## src/rtl/cpu_exec_ctrl.sv

```systemverilog
// cpu_exec_ctrl: execution controller for the single-cycle core.
// Gates PC update / RF write per cycle, provides run / halt / single-step
// control, stalls IN instructions until switch data is valid, detects the
// halt instruction and keeps cycle / retired-instruction counters.
// Optional breakpoint support is compiled in when BREAKPOINT_EN is defined.
module cpu_exec_ctrl #(
  parameter logic [31:0] HALT_INSTR = 32'h0000_0000,
  parameter int unsigned CNT_W      = 32
) (
  input  logic             clk_i,
  input  logic             rst_i,
  input  logic             run_i,
  input  logic             halt_i,
  input  logic             step_i,
  input  logic [31:0]      instr_i,
  input  logic [31:0]      pc_i,
  input  logic             sw_valid_i,
  input  logic [31:0]      bp_addr_i,
  output logic             pc_en_o,
  output logic             rf_we_o,
  output logic             sw_ack_o,
  output logic [2:0]       state_o,
  output logic [CNT_W-1:0] cycle_cnt_o,
  output logic [CNT_W-1:0] instr_cnt_o,
  output logic             bp_hit_o
);

  typedef enum logic [2:0] {
    S_IDLE    = 3'd0,
    S_RUN     = 3'd1,
    S_STEP    = 3'd2,
    S_WAIT_IN = 3'd3,
    S_DONE    = 3'd4
  } state_t;

  state_t           state_q;
  state_t           state_d;
  logic             step_q;
  logic             step_mode_q;
  logic [CNT_W-1:0] cycle_q;
  logic [CNT_W-1:0] instr_q;

  logic step_rise;
  logic is_in;
  logic is_halt;
  logic active;
  logic commit;
  logic bp_stop;
  logic bp_match;

  assign step_rise = step_i & ~step_q;
  assign is_in     = instr_i[29] & (instr_i[28:27] == 2'b01);
  assign is_halt   = (instr_i == HALT_INSTR);
  assign active    = (state_q == S_RUN) || (state_q == S_STEP) || (state_q == S_WAIT_IN);

`ifdef BREAKPOINT_EN
  logic bp_armed_q;

  assign bp_match = bp_armed_q && (pc_i == bp_addr_i);
  assign bp_hit_o = bp_stop & rst_i;

  // Disarm on a breakpoint stop; re-arm on the next commit so the
  // instruction at the breakpoint executes on resume.
  always_ff @(posedge clk_i) begin
    if (!rst_i) begin
      bp_armed_q <= 1'b1;
    end else if (bp_stop) begin
      bp_armed_q <= 1'b0;
    end else if (commit) begin
      bp_armed_q <= 1'b1;
    end
  end
`else
  logic unused_bp;

  assign bp_match  = 1'b0;
  assign bp_hit_o  = 1'b0;
  assign unused_bp = ^{pc_i, bp_addr_i, bp_stop};
`endif

  // Next-state and commit decision; RUN/STEP/WAIT_IN share one priority order.
  always_comb begin
    state_d = state_q;
    commit  = 1'b0;
    bp_stop = 1'b0;
    case (state_q)
      S_IDLE: begin
        if (!halt_i) begin
          if (run_i) begin
            state_d = S_RUN;
          end else if (step_rise) begin
            state_d = S_STEP;
          end
        end
      end
      S_RUN, S_STEP, S_WAIT_IN: begin
        if (halt_i) begin
          state_d = S_IDLE;
        end else if (bp_match && (state_q == S_RUN)) begin
          bp_stop = 1'b1;
          state_d = S_IDLE;
        end else if (is_halt) begin
          state_d = S_DONE;
        end else if (is_in && !sw_valid_i) begin
          state_d = S_WAIT_IN;
        end else begin
          commit = 1'b1;
          case (state_q)
            S_RUN:   state_d = S_RUN;
            S_STEP:  state_d = S_IDLE;
            default: state_d = step_mode_q ? S_IDLE : S_RUN;
          endcase
        end
      end
      S_DONE:  state_d = S_DONE;
      default: state_d = S_IDLE;
    endcase
  end

  // State, step edge register, step-mode latch and counters.
  always_ff @(posedge clk_i) begin
    if (!rst_i) begin
      state_q     <= S_IDLE;
      step_q      <= 1'b0;
      step_mode_q <= 1'b0;
      cycle_q     <= '0;
      instr_q     <= '0;
    end else begin
      state_q <= state_d;
      step_q  <= step_i;
      if ((state_d == S_WAIT_IN) && (state_q != S_WAIT_IN)) begin
        step_mode_q <= (state_q == S_STEP);
      end
      if (active) begin
        cycle_q <= cycle_q + CNT_W'(1);
      end
      if (commit) begin
        instr_q <= instr_q + CNT_W'(1);
      end
    end
  end

  // Strobes are forced low while reset is asserted so a reset mid-stall never commits.
  assign pc_en_o     = commit & rst_i;
  assign rf_we_o     = instr_i[29] & pc_en_o;
  assign sw_ack_o    = is_in & pc_en_o;
  assign state_o     = state_q;
  assign cycle_cnt_o = cycle_q;
  assign instr_cnt_o = instr_q;

endmodule

```

## config.mk

```make
export PLATFORM = sky130hd
export DESIGN_NAME = cpu_exec_ctrl
export DESIGN_NICKNAME = d
export VERILOG_FILES = /design/src/rtl/cpu_exec_ctrl.sv
export SDC_FILE = /design/constraint.sdc
export NUM_CORES = 1
export LEC_CHECK = 0
export ABC_AREA = 1
export CAP_MARGIN = 20
export CORE_ASPECT_RATIO = 0.8
export CORE_MARGIN = 5
export CORE_UTILIZATION = 30
export DETAILED_ROUTE_END_ITERATION = 16
export PLACE_DENSITY = 0.7
export SKIP_LAST_GASP = 1
export SYNTH_ARGS = -nofsm -noshare
export SYNTH_HDL_FRONTEND = slang
export SYNTH_SLANG_ARGS = --single-unit
```

## constraint.sdc

```tcl
create_clock -name clk_i -period 1.4 [get_ports clk_i]
set_input_delay 0.21 -clock clk_i [delete_from_list [all_inputs] [get_ports clk_i]]
set_output_delay 0.21 -clock clk_i [all_outputs]
set_load 0.01 [all_outputs]
```

# Yosys cells after proc, flatten, opt, wreduce, memory -nomap -nowiden
# Index checks and enable logic that the tools add are counted.
# word_totals
wordCells	41
register_bits	69
output_inout_bits	71
# classes
muxes	13
n_addsub	2
n_reduce_logical	8
n_eq_ne	7
n_bitwise	6
# op_table
cell	count
$add 32x1->32 const B	2
$logic_not 32->1	1
$mux 3	5
$eq 3x2->1 const B	3
$pmux 3 s3	1
$and 1x1->1	5
$mux 1	5
$eq 3x1->1 const B	1
$eq 3x3->1 const B	1
$logic_not 3->1	1
$ne 3x2->1 const B	1
$reduce_or 3->1	1
$eq 2x1->1 const B	1
$logic_and 1x1->1	2
$logic_or 1x1->1	2
$mux 2	1
$pmux 1 s2	1
$logic_not 1->1	1
$not 1->1	1

# Depth between registers and ports, before layout
# Gate-level depths: netlist (run 1).
# depth
word_depth	9
mapped_depth	11
depth_no_buf	11

# Least setup slack after synthesis (run 1)
# No wires, ideal clock.
# synth_timing
kind	reg2out
start	register state_q[1] (netlist: state_o[1])
end	output rf_we_o
arrival_ns	1.423
slack_ns	-0.233
required_time_ns	1.190
n_path_buf	1
path_stages_with_launch	8
path_cell_list	dfxtp_1 inv_1 nand2_2 nand2_4 nor2_8 nand3_2 buf_2 nor3b_1
# synth_between
elab_chain_len	5
# synth_rtl
item	line	rtl
start: declaration	36	state_t state_q;
start signal: assignment	129	state_q <= state_d;
$eq 3x2->1 or $eq 3x1->1 (tied branches)	n/a	
$reduce_or 3->1 (*)	86	case (state_q)
$mux 1 (*)	86	
$and 1x1->1 (*)	144	assign pc_en_o = commit & rst_i;
$and 1x1->1 (*)	145	assign rf_we_o = instr_i[29] & pc_en_o;
end: declaration	20	output logic rf_we_o,
# Mark *: on every way between the ends. The rest lies on a longest branch, timed or not.

# Final worst setup path (run 1)
# layout_timing
start	register state_q[0] (netlist: state_o[0])
end	output rf_we_o
# The elaborated chain is that of the path after synthesis.

==> flow_summary.yaml, run 1 <==
grt:
  antenna_found_initial: 0
  grt_max_degree: 51
  grt.overflow.total: 0
  grtUsageTotal: 0.171
  grt_pass1_wl_mm: 24.9
  grt_pass1_vias: 5051
setup_path:
  setup.worst_path.class: "reg2out"
  critical-path-max-stage-delay_ns: 0.33
  cp_top_family: "simple AND/OR/NAND/NOR gates"
  crit_cells: 7
  worstPathArrival_ns: 1.40
  endpoint_kind: "primary output"
  r2r-start: "state_o[0]"
  crit_end: "rf_we_o"
  cp-start-kind: "flop"
  path_buf_inv: 2
  r2r_cells: 12
  crit_fanout: 4
  rr_endpoint: "cycle_cnt_o[15]"
  critical_path.startpoint: "state_o[0]"
  reg2reg_slack_ns: -0.12
  crit_slowest_cell: "dfxtp_2"
  cp_data_required_time_ns: 1.19
  cp_cell_sequence: "inv_2 > nand2_2 > nand2_4 > nor2_8 > nand3_4 > nor3b_4 > buf_2"
placed_design:
  post-dp-hpwl_mm: 11.1
  portBuffers: 107
  place_inst: 1164
  routabilityCongestion: 0.901
  place_ws_ns: -0.782
synthesis:
  synthMostInstantiatedCell: "nand2_1"
  synth_commonest_cells: "nand2_1, nor2_1, dfxtp_1"
  ys_ff_latch: 69
  synth_top_area_share: 0.298
  ys_types: 33
  syn_avg_cell_area_sq_um: 6.03
  postSynthCellCount: 769
  async_flop_share: 0
  synth_ff_type: "dfxtp_1"
  yosysSeqAreaShare: 0.298
  synth_area_leaders: "dfxtp_1, nand2_1, nor2_1, a21oi_1, nand3_1"
  synth_fp_nets: 873
  yosysWarnings: 0
  yosysTopAreaCell: "dfxtp_1"
  synth.cell_area_sq_um: 4640
  synth-edff-count: 0
cts:
  clockRootBuffer: "clkbuf_16"
  clk_latency_ns: 0.35
  cts_made_buffers: 9
  cts_sinks: 69
  clock_path_buffers: 2
  cts_tree: "done"
  clk_pin_slew_ns: 0.06
  htreeDepth: 3
  cts_hold_buf: 0
status:
  status: "finished, violations left"
  violations: "setup timing"
detailed_routing:
  wl_per_cell_um: 13.4
  detail_route.vias_per_cell: 4.75
  routed_wl_mm: 16.1
  vias: 5704
  drc: 0
  ant_nets: 0
  initialDrtViolationCount: 428
  drt_first_pass_iters: 5
worst_hold_path:
  hold_depth: 3
  min_path_type: "in2reg"
power:
  p_total_mw: 4.86
  leakagePower_nw: 3.22
  irDropWorstVdd_v: 0.000533
  power_density_nw_per_um2: 646
timing:
  slew_headroom: 0.552
  fin_ws_ns: -0.210
  worst-slew-pin-transition_ns: 0.672
  slew_violations: 0
  final_hold_viol_count: 0
  post-route-period-util: 1.15
  setup_viol: 27
  max_freq_ghz: 0.621
  finalSetupTns_ns: -2.19
  min_period_ns: 1.61
  rsz0062_at_grt: "true"
  fin_worst_skew_ns: 0.0102
cells_and_area:
  multi_input_area_sq_um: 3280
  finish.utilization: 0.498
  fillers: 1532
  n_antenna_cell: 0
  nets: 1089
  drive_gt1_frac: 0.332
  finalNonFillerCells: 1200
  ff_latch_area_sq_um: 1480
  area_growth_pct: 62.3
floorplan:
  die_w_um: 149
  initial_utilization: 0.307
  ios: 173
  rows: 40
  dieArea_sq_um: 18100
  fp.dieH_um: 121
  core_area_sq_um: 15100
run:
  maxCapViolations: 0
==> through the flow <==
step	area (sq um)	hold slack, ns
floorplan	4700	0.303
global placement	6650	0.436
detailed placement	6650	0.437
CTS	7230	0.424
global route	7530	0.449
finish	7530	0.432
==> logic make-up after synthesis <==
logic type | count (synthesis) | synth area share
AO/OA/AOI/OAI | 85 | 0.0966
other | 1 | 0.000809
XOR/XNOR | 10 | 0.0189
AND/OR/NAND/NOR | 510 | 0.498
adder cells (fa/ha/maj) | 2 | 0.00540
flip-flops | 69 | 0.298
buffers and inverters | 92 | 0.0826
==> layout by cell type (no fill, tap or decap), drive strengths merged <==
| cell type | Yosys | routed |
|---|---|---|
| a21oi | 61 | 61 |
| a22oi | 1 | 1 |
| buf | 13 | 122 |
| bufinv | 0 | 1 |
| clkbuf | 9 | 12 |
| clkdlybuf4s50 | 0 | 5 |
| clkinv | 2 | 4 |
| clkinvlp | 0 | 3 |
| conb | 1 | 1 |
| dfxtp | 69 | 69 |
| dlygate4sd2 | 0 | 97 |
| ha | 2 | 2 |
| inv | 68 | 68 |
| nand2 | 279 | 279 |
| nand3 | 58 | 58 |
| nand3b | 9 | 9 |
| nand4 | 19 | 19 |
| nor2 | 138 | 139 |
| nor3 | 6 | 6 |
| nor3b | 1 | 1 |
| o21a | 1 | 1 |
| o21ai | 21 | 21 |
| o31ai | 1 | 1 |
| xnor2 | 4 | 4 |
| xor2 | 6 | 6 |
==> final cells by class <==
type / count / share of cell area
repair buffers: 226 / 0.257
multi-input cells: 609 / 0.436
clock inverters: 6 / 0.00831
clock buffers: 10 / 0.0317
flip-flops and latches: 69 / 0.196
inverters: 70 / 0.0359
well taps: 210 / 0.0349
==> flip-flops by register name, summed over array words and instances, names as in the netlist <==
name and cells:
state_o 3, step_q 1, step_mode_q 1, cycle_cnt_o 32, instr_cnt_o 32
==> tightest hold or removal path, delay by kind of cell <==
family,cells,cell delay [ns]
AND/OR/NAND/NOR,1,0.07
buffers and inverters,2,0.46
==> report_power, final <==
group,switching [mW],internal [mW],leakage (nW)
clock network,0.931,1.42,0.140
logic,0.285,0.246,2.49
registers,0.0156,1.96,0.587
==> worst min path at each step <==
stage / startpoint / end / slack (ns)
3_3_place_gp: step_mode_q / step_mode_q / 0.44
3_5_place_dp: step_mode_q / step_mode_q / 0.44
5_1_grt: step_i / step_q / 0.45
2_1_floorplan: step_i / step_q / 0.30
6_report: step_i / step_q / 0.43
4_1_cts: step_i / step_q / 0.42
==> per-layer routing <==
| metal | vias to the layer above | part of all wire | global-route usage |
|---|---|---|---|
| met2 | 194 | 0.45 | 0.259 |
| met5 | - | 0 | 0 |
| met3 | 16 | 0.079 | 0.0471 |
| li1 | 2887 | - | - |
| met1 | 2607 | 0.46 | 0.242 |
| met4 | 0 | 0.010 | 0.0377 |
==> repair_timing <==
item | in CTS | in global routing
pin swaps | 41 | 27
setup buffers | 18 | 4
resized for setup | 197 | 105
gates cloned | 2 | 0
setup endpoints to repair | 117 | 75
Note: power is estimated with default switching activity, not from simulation.
==> inputs of run 2 (changes only) <==
- ABC_AREA: 1 -> unset
- CORE_ASPECT_RATIO: 0.8 -> unset
- PLACE_DENSITY: 0.7 -> 0.75
==> run 2 against run 1 <==
  * The run still ends with setup timing left
  * Maximum frequency decreased by 6.6%
  * Worst setup slack got worse by 0.11 ns
  * Synthesized area decreased by 25%
  * Largest cell class unchanged
==> flow_summary.yaml, run 2 <==
status:
  status: "finished, violations left"
  violations: "setup timing"
floorplan:
  ios: 173
  die_w_um: 117
  core_area_sq_um: 11400
  fp.dieH_um: 117
  rows: 39
  initial_utilization: 0.304
  dieArea_sq_um: 13800
placed_design:
  place_inst: 731
  portBuffers: 107
  place_ws_ns: -0.818
  routabilityCongestion: 0.799
  post-dp-hpwl_mm: 8.34
synthesis:
  synth_ff_type: "dfxtp_1"
  async_flop_share: 0
  synth_commonest_cells: "dfxtp_1, nor2_1, nand2_1"
  syn_avg_cell_area_sq_um: 8.61
  synth_area_leaders: "dfxtp_1, xor2_1, nor2_1, nand4_1, a21oi_1"
  synth-edff-count: 0
  ys_types: 58
  synth.cell_area_sq_um: 3460
  ys_ff_latch: 69
  synth_fp_nets: 506
  postSynthCellCount: 402
  yosysSeqAreaShare: 0.399
  synth_top_area_share: 0.399
  synthMostInstantiatedCell: "dfxtp_1"
  yosysTopAreaCell: "dfxtp_1"
  yosysWarnings: 0
cts:
  cts_sinks: 69
  cts_made_buffers: 9
  clk_latency_ns: 0.33
  htreeDepth: 3
  clk_pin_slew_ns: 0.06
  clock_path_buffers: 2
  cts_tree: "done"
  clockRootBuffer: "clkbuf_16"
power:
  leakagePower_nw: 2.84
  power_density_nw_per_um2: 682
  irDropWorstVdd_v: 0.000514
  p_total_mw: 4.45
cells_and_area:
  area_growth_pct: 88.6
  layout_common_cells: "buf_4, dlygate4sd2_1, nor2_1"
  ff_latch_area_sq_um: 1450
  multi_input_area_sq_um: 2550
  fillers: 960
  finalNonFillerCells: 779
  drive_gt1_frac: 0.464
  nets: 735
  n_antenna_cell: 0
  mostFrequentLayoutCell: "buf_4"
setup_path:
  cp_cell_sequence: "ha_4 > nand2_4 > nor3_4 > buf_4 > nand2_2 > or4_1 > a21oi_1"
  setup.worst_path.class: "reg2reg"
  crit_slowest_cell: "or4_1"
  cp_top_family: "simple AND/OR/NAND/NOR gates"
  path_buf_inv: 1
  cp_data_required_time_ns: 1.66
  critical-path-max-stage-delay_ns: 0.42
  worstPathArrival_ns: 1.98
  crit_fanout: 7
  cp-start-kind: "flop"
  endpoint_kind: "flop"
timing:
  setup_viol: 62
  fin_ws_ns: -0.324
  fin_worst_skew_ns: 0.00448
  slew_violations: 0
  final_hold_viol_count: 0
  min_period_ns: 1.72
  post-route-period-util: 1.23
  rsz0062_at_grt: "true"
  max_freq_ghz: 0.580
detailed_routing:
  initialDrtViolationCount: 216
  vias: 3982
  drt_first_pass_iters: 4
  routed_wl_mm: 12.7
  drc: 0
  wl_per_cell_um: 16.3
  ant_nets: 0
  detail_route.vias_per_cell: 5.11
grt:
  grt_pass1_wl_mm: 19.9
  antenna_found_initial: 0
  grt.overflow.total: 0
  grt_max_degree: 35
  grtUsageTotal: 0.172
  grt_pass1_vias: 4030
worst_hold_path:
  min_path_type: "reg2reg"
run:
  maxCapViolations: 0
run 2: changes by cell type after synthesis, moves of 8 or more:
cell	before	now
nor2_1	113	49
or3_1	0	9
nor4_1	0	15
inv_1	64	10
nor2_4	13	0
a21oi_1	57	22
nand3b_1	9	1
nand2_1	262	29
xor2_1	6	24
nand3_1	54	19
nor2_2	11	0
nand2_2	13	0
run 2: power breakdown:
part	total [mW]	switching, mW	internal, mW
sequential	1.97	0.0141	1.96
clock	2.09	0.845	1.24
combinational	0.395	0.208	0.187
run 2: cell type report:
cell class              instances  share of cell area
clock buffers                  12              0.0378
repair buffers                239               0.314
inverters                      10             0.00575
clock inverters                 4             0.00326
flip-flops and latches         69               0.222
multi-input cells             302               0.390
well taps                     143              0.0274
run 2: worst paths after layout:
path                   startpoint         endpoint  slack [ns]  cells after the start
setup / recovery   instr_cnt_o[0]  instr_cnt_o[12]       -0.32                      7
hold / removal    cycle_cnt_o[31]  cycle_cnt_o[31]        0.49                      2
setup reg to reg   instr_cnt_o[0]  instr_cnt_o[12]       -0.32                      7
hold reg to reg   cycle_cnt_o[31]  cycle_cnt_o[31]        0.49                      2
run 2: cells by family after synthesis:
kind of cell               count (synthesis)  share of synthesized area
and+or+nand+nor                          189                      0.310
AOI/OAI and AO/OA                         76                      0.150
DFF                                       69                      0.399
xor gates and xnor gates                  33                     0.0835
buffers and inverters                     31                     0.0463
adders and majority gates                  2                    0.00723
other                                      1                    0.00108
muxes                                      1                    0.00289
run 2: worst reg2reg max path: cells and delay by family, from the launching register on:
kind | cells | cell delay, ns
buf+inv | 1 | 0.19
fa+ha+maj | 1 | 0.15
compound gates | 1 | 0.12
simple gates | 4 | 0.83
flops | 1 | 0.36
run 2: what timing repair did:
action,CTS,global route
hold endpoints to repair,0,0
buffers inserted,17,12
hold buffers,0,0
cloned,3,1
pin swaps,46,60
setup endpoints to repair,138,70
resized for setup,233,70
run 2: through the flow:
step / hold WS [ns] / util / instance area (sq um) / setup TNS [ns]
after floorplan: 0.332 / - / 3840 / -7.22
after global placement: 0.464 / 0.501 / 5700 / -37.04
after detailed placement: 0.467 / 0.501 / 5700 / -40.74
after CTS: 0.474 / 0.550 / 6250 / -11.02
after global routing: 0.524 / 0.574 / 6530 / -16.99
final: 0.493 / 0.574 / 6530 / -12.29
run 2: layer usage:
metal  vias to the layer above  global-route usage  part of all wire
met5                         -                   0                 0
met4                         0              0.0624             0.025
met3                        24              0.0294             0.031
met2                       101               0.303              0.53
met1                      1933               0.207              0.42
li1                       1924                   -                 -
==> inputs of run 3 (changes only) <==
- ABC_AREA: unset -> 1
- PLACE_DENSITY: 0.75 -> 0.7
==> run 3 against run 2 <==
  * The run still ends with setup timing left
  * Hold slack worse by 0.052 ns
  * Register-to-register slack improved by 0.17 ns
  * Critical endpoint is now rf_we_o
  * Clock-buffer cell count is 2 higher
==> flow_summary.yaml, run 3 (synthesized netlist as in run 1, its figures left out) <==
setup_path:
  cp_data_required_time_ns: 1.19
  r2r_cells: 12
  cp_cell_sequence: "inv_2 > nand2_2 > nand2_4 > nor2_8 > nand3_4 > nor3b_4 > buf_2"
  path_buf_inv: 2
  cp_top_family: "simple AND/OR/NAND/NOR gates"
  endpoint_kind: "primary output"
  crit_fanout: 4
  crit_cells: 7
  crit_slowest_cell: "dfxtp_2"
  cp-start-kind: "flop"
  worstPathArrival_ns: 1.38
  critical-path-max-stage-delay_ns: 0.33
  setup.worst_path.class: "reg2out"
placed_design:
  place_area_sq_um: 6720
  post-dp-hpwl_mm: 11.2
  routabilityCongestion: 0.857
  portBuffers: 107
run:
  maxCapViolations: 0
timing:
  setup_viol: 59
  rsz0062_at_grt: "true"
  min_period_ns: 1.59
  post-route-period-util: 1.14
  fin_worst_skew_ns: 0.00537
  fin_ws_ns: -0.190
  max_freq_ghz: 0.629
  final_hold_viol_count: 0
  worst-slew-pin-transition_ns: 0.687
  slew_violations: 0
  slew_headroom: 0.542
  whs_ns: 0.442
worst_hold_path:
  min_path_type: "reg2reg"
  hold_depth: 2
power:
  power_density_nw_per_um2: 622
  p_total_mw: 4.80
  irDropWorstVdd_v: 0.000547
  p_sw_mw: 1.20
  internal-power_mw: 3.60
  leakagePower_nw: 3.33
  clockPowerShare: 0.461
  switching_share: 0.250
  power.share.sequential: 0.414
  p_comb_frac: 0.124
grt:
  grt_pass1_wl_mm: 25.9
  grt_pass1_vias: 5423
  antenna_found_initial: 0
  grt.overflow.total: 0
  grtUsageTotal: 0.175
  grt_max_degree: 52
cells_and_area:
  final_cell_area_sq_um: 7710
  drive_gt1_frac: 0.346
  n_antenna_cell: 0
  mostFrequentLayoutCell: "nand2_1"
  nets: 1110
  layout_common_cells: "nand2_1, buf_4, dlygate4sd2_1"
  area_growth_pct: 66.2
  finish.utilization: 0.507
cts:
  htreeDepth: 3
  cts_tree: "done"
  cts_made_buffers: 9
  clock_path_buffers: 2
  clk_latency_ns: 0.35
  clk_pin_slew_ns: 0.05
  cts_sinks: 69
  clockRootBuffer: "clkbuf_16"
floorplan:
  dieArea_sq_um: 18000
  die_w_um: 134
  rows: 45
  ios: 173
  initial_utilization: 0.305
  core_area_sq_um: 15200
  fp.dieH_um: 134
status:
  status: "finished, violations left"
  violations: "setup timing"
detailed_routing:
  initialDrtViolationCount: 373
  drt_first_pass_iters: 5
  routed_wl_mm: 16.7
  detail_route.vias_per_cell: 4.76
  wl_per_cell_um: 14.0
  ant_nets: 0
  vias: 5702
  drc: 0
==> run 3: cell count changes in the layout (fill, tap and decap cells not counted), moves of 18 or more <==
cell,change
nor2_1,+36
dlygate4sd2_1,+22
nor2_4,+25
buf_4,+24
a21oi_1,+34
nand3_1,+34
nand2_2,+26
nor2_2,+28
nand2_1,+217
dfxtp_2,+18
inv_1,+50
==> run 3: layout make-up <==
type / instances / area (sq um)
fill: 1458 / 7490
multi-input combinational: 609 / 3300
timing repair buffer: 247 / 2150
sequential: 69 / 1470
clock buffer: 14 / 274
inverter: 70 / 272
tap: 188 / 235
clock inverter: 1 / 5.00
==> run 3: metal layers <==
layer / vias up / wire [um] / GRT usage
li1: 2922 / - / -
met1: 2583 / 7160 / 0.219
met2: 169 / 8390 / 0.300
met3: 28 / 854 / 0.0431
met4: 0 / 311 / 0.0498
met5: - / 0 / 0
==> run 3: power by group through the flow <==
stage                     clock network [mW]  logic, mW  registers [mW]
final                                   2.21      0.597            1.99
after global routing                    2.32      0.640            1.99
after CTS                               2.26      0.463            1.99
after detailed placement                   0      0.465            2.04
after global placement                     0      0.459            2.04
after floorplan                            0      0.212            2.05
==> run 3: stage by stage <==
step / setup WS (ns) / TNS, ns / cells
finish: -0.190 / -3.17 / 1198
global route: -0.274 / -9.44 / 1198
floorplan: -0.0410 / -0.0626 / 769
CTS: -0.223 / -0.939 / 1177
global placement: -0.725 / -23.35 / 1154
detailed placement: -0.741 / -24.56 / 1154
==> run 3: tightest hold or removal path: cells and delay by family (launching register included) <==
family / cells / cell delay (ns)
AO/OA/AOI/OAI: 1 / 0.05
buffers and inverters: 1 / 0.05
flip-flops: 1 / 0.31
==> run 3: repair_timing <==
item | 4_1_cts | 5_1_grt
endpoints found under the setup margin | 126 | 71
buffers inserted | 8 | 18
cloned | 1 | 3
pin swaps | 33 | 51
hold buffers | 0 | 0
resized for setup | 170 | 139
==> run 3: final timing paths <==
path                      to  slack (ns)   startpoint
min              step_mode_q        0.44  step_mode_q
max                  rf_we_o       -0.19   state_o[1]
max reg2reg  cycle_cnt_o[11]       -0.15   state_o[1]
min reg2reg      step_mode_q        0.44  step_mode_q
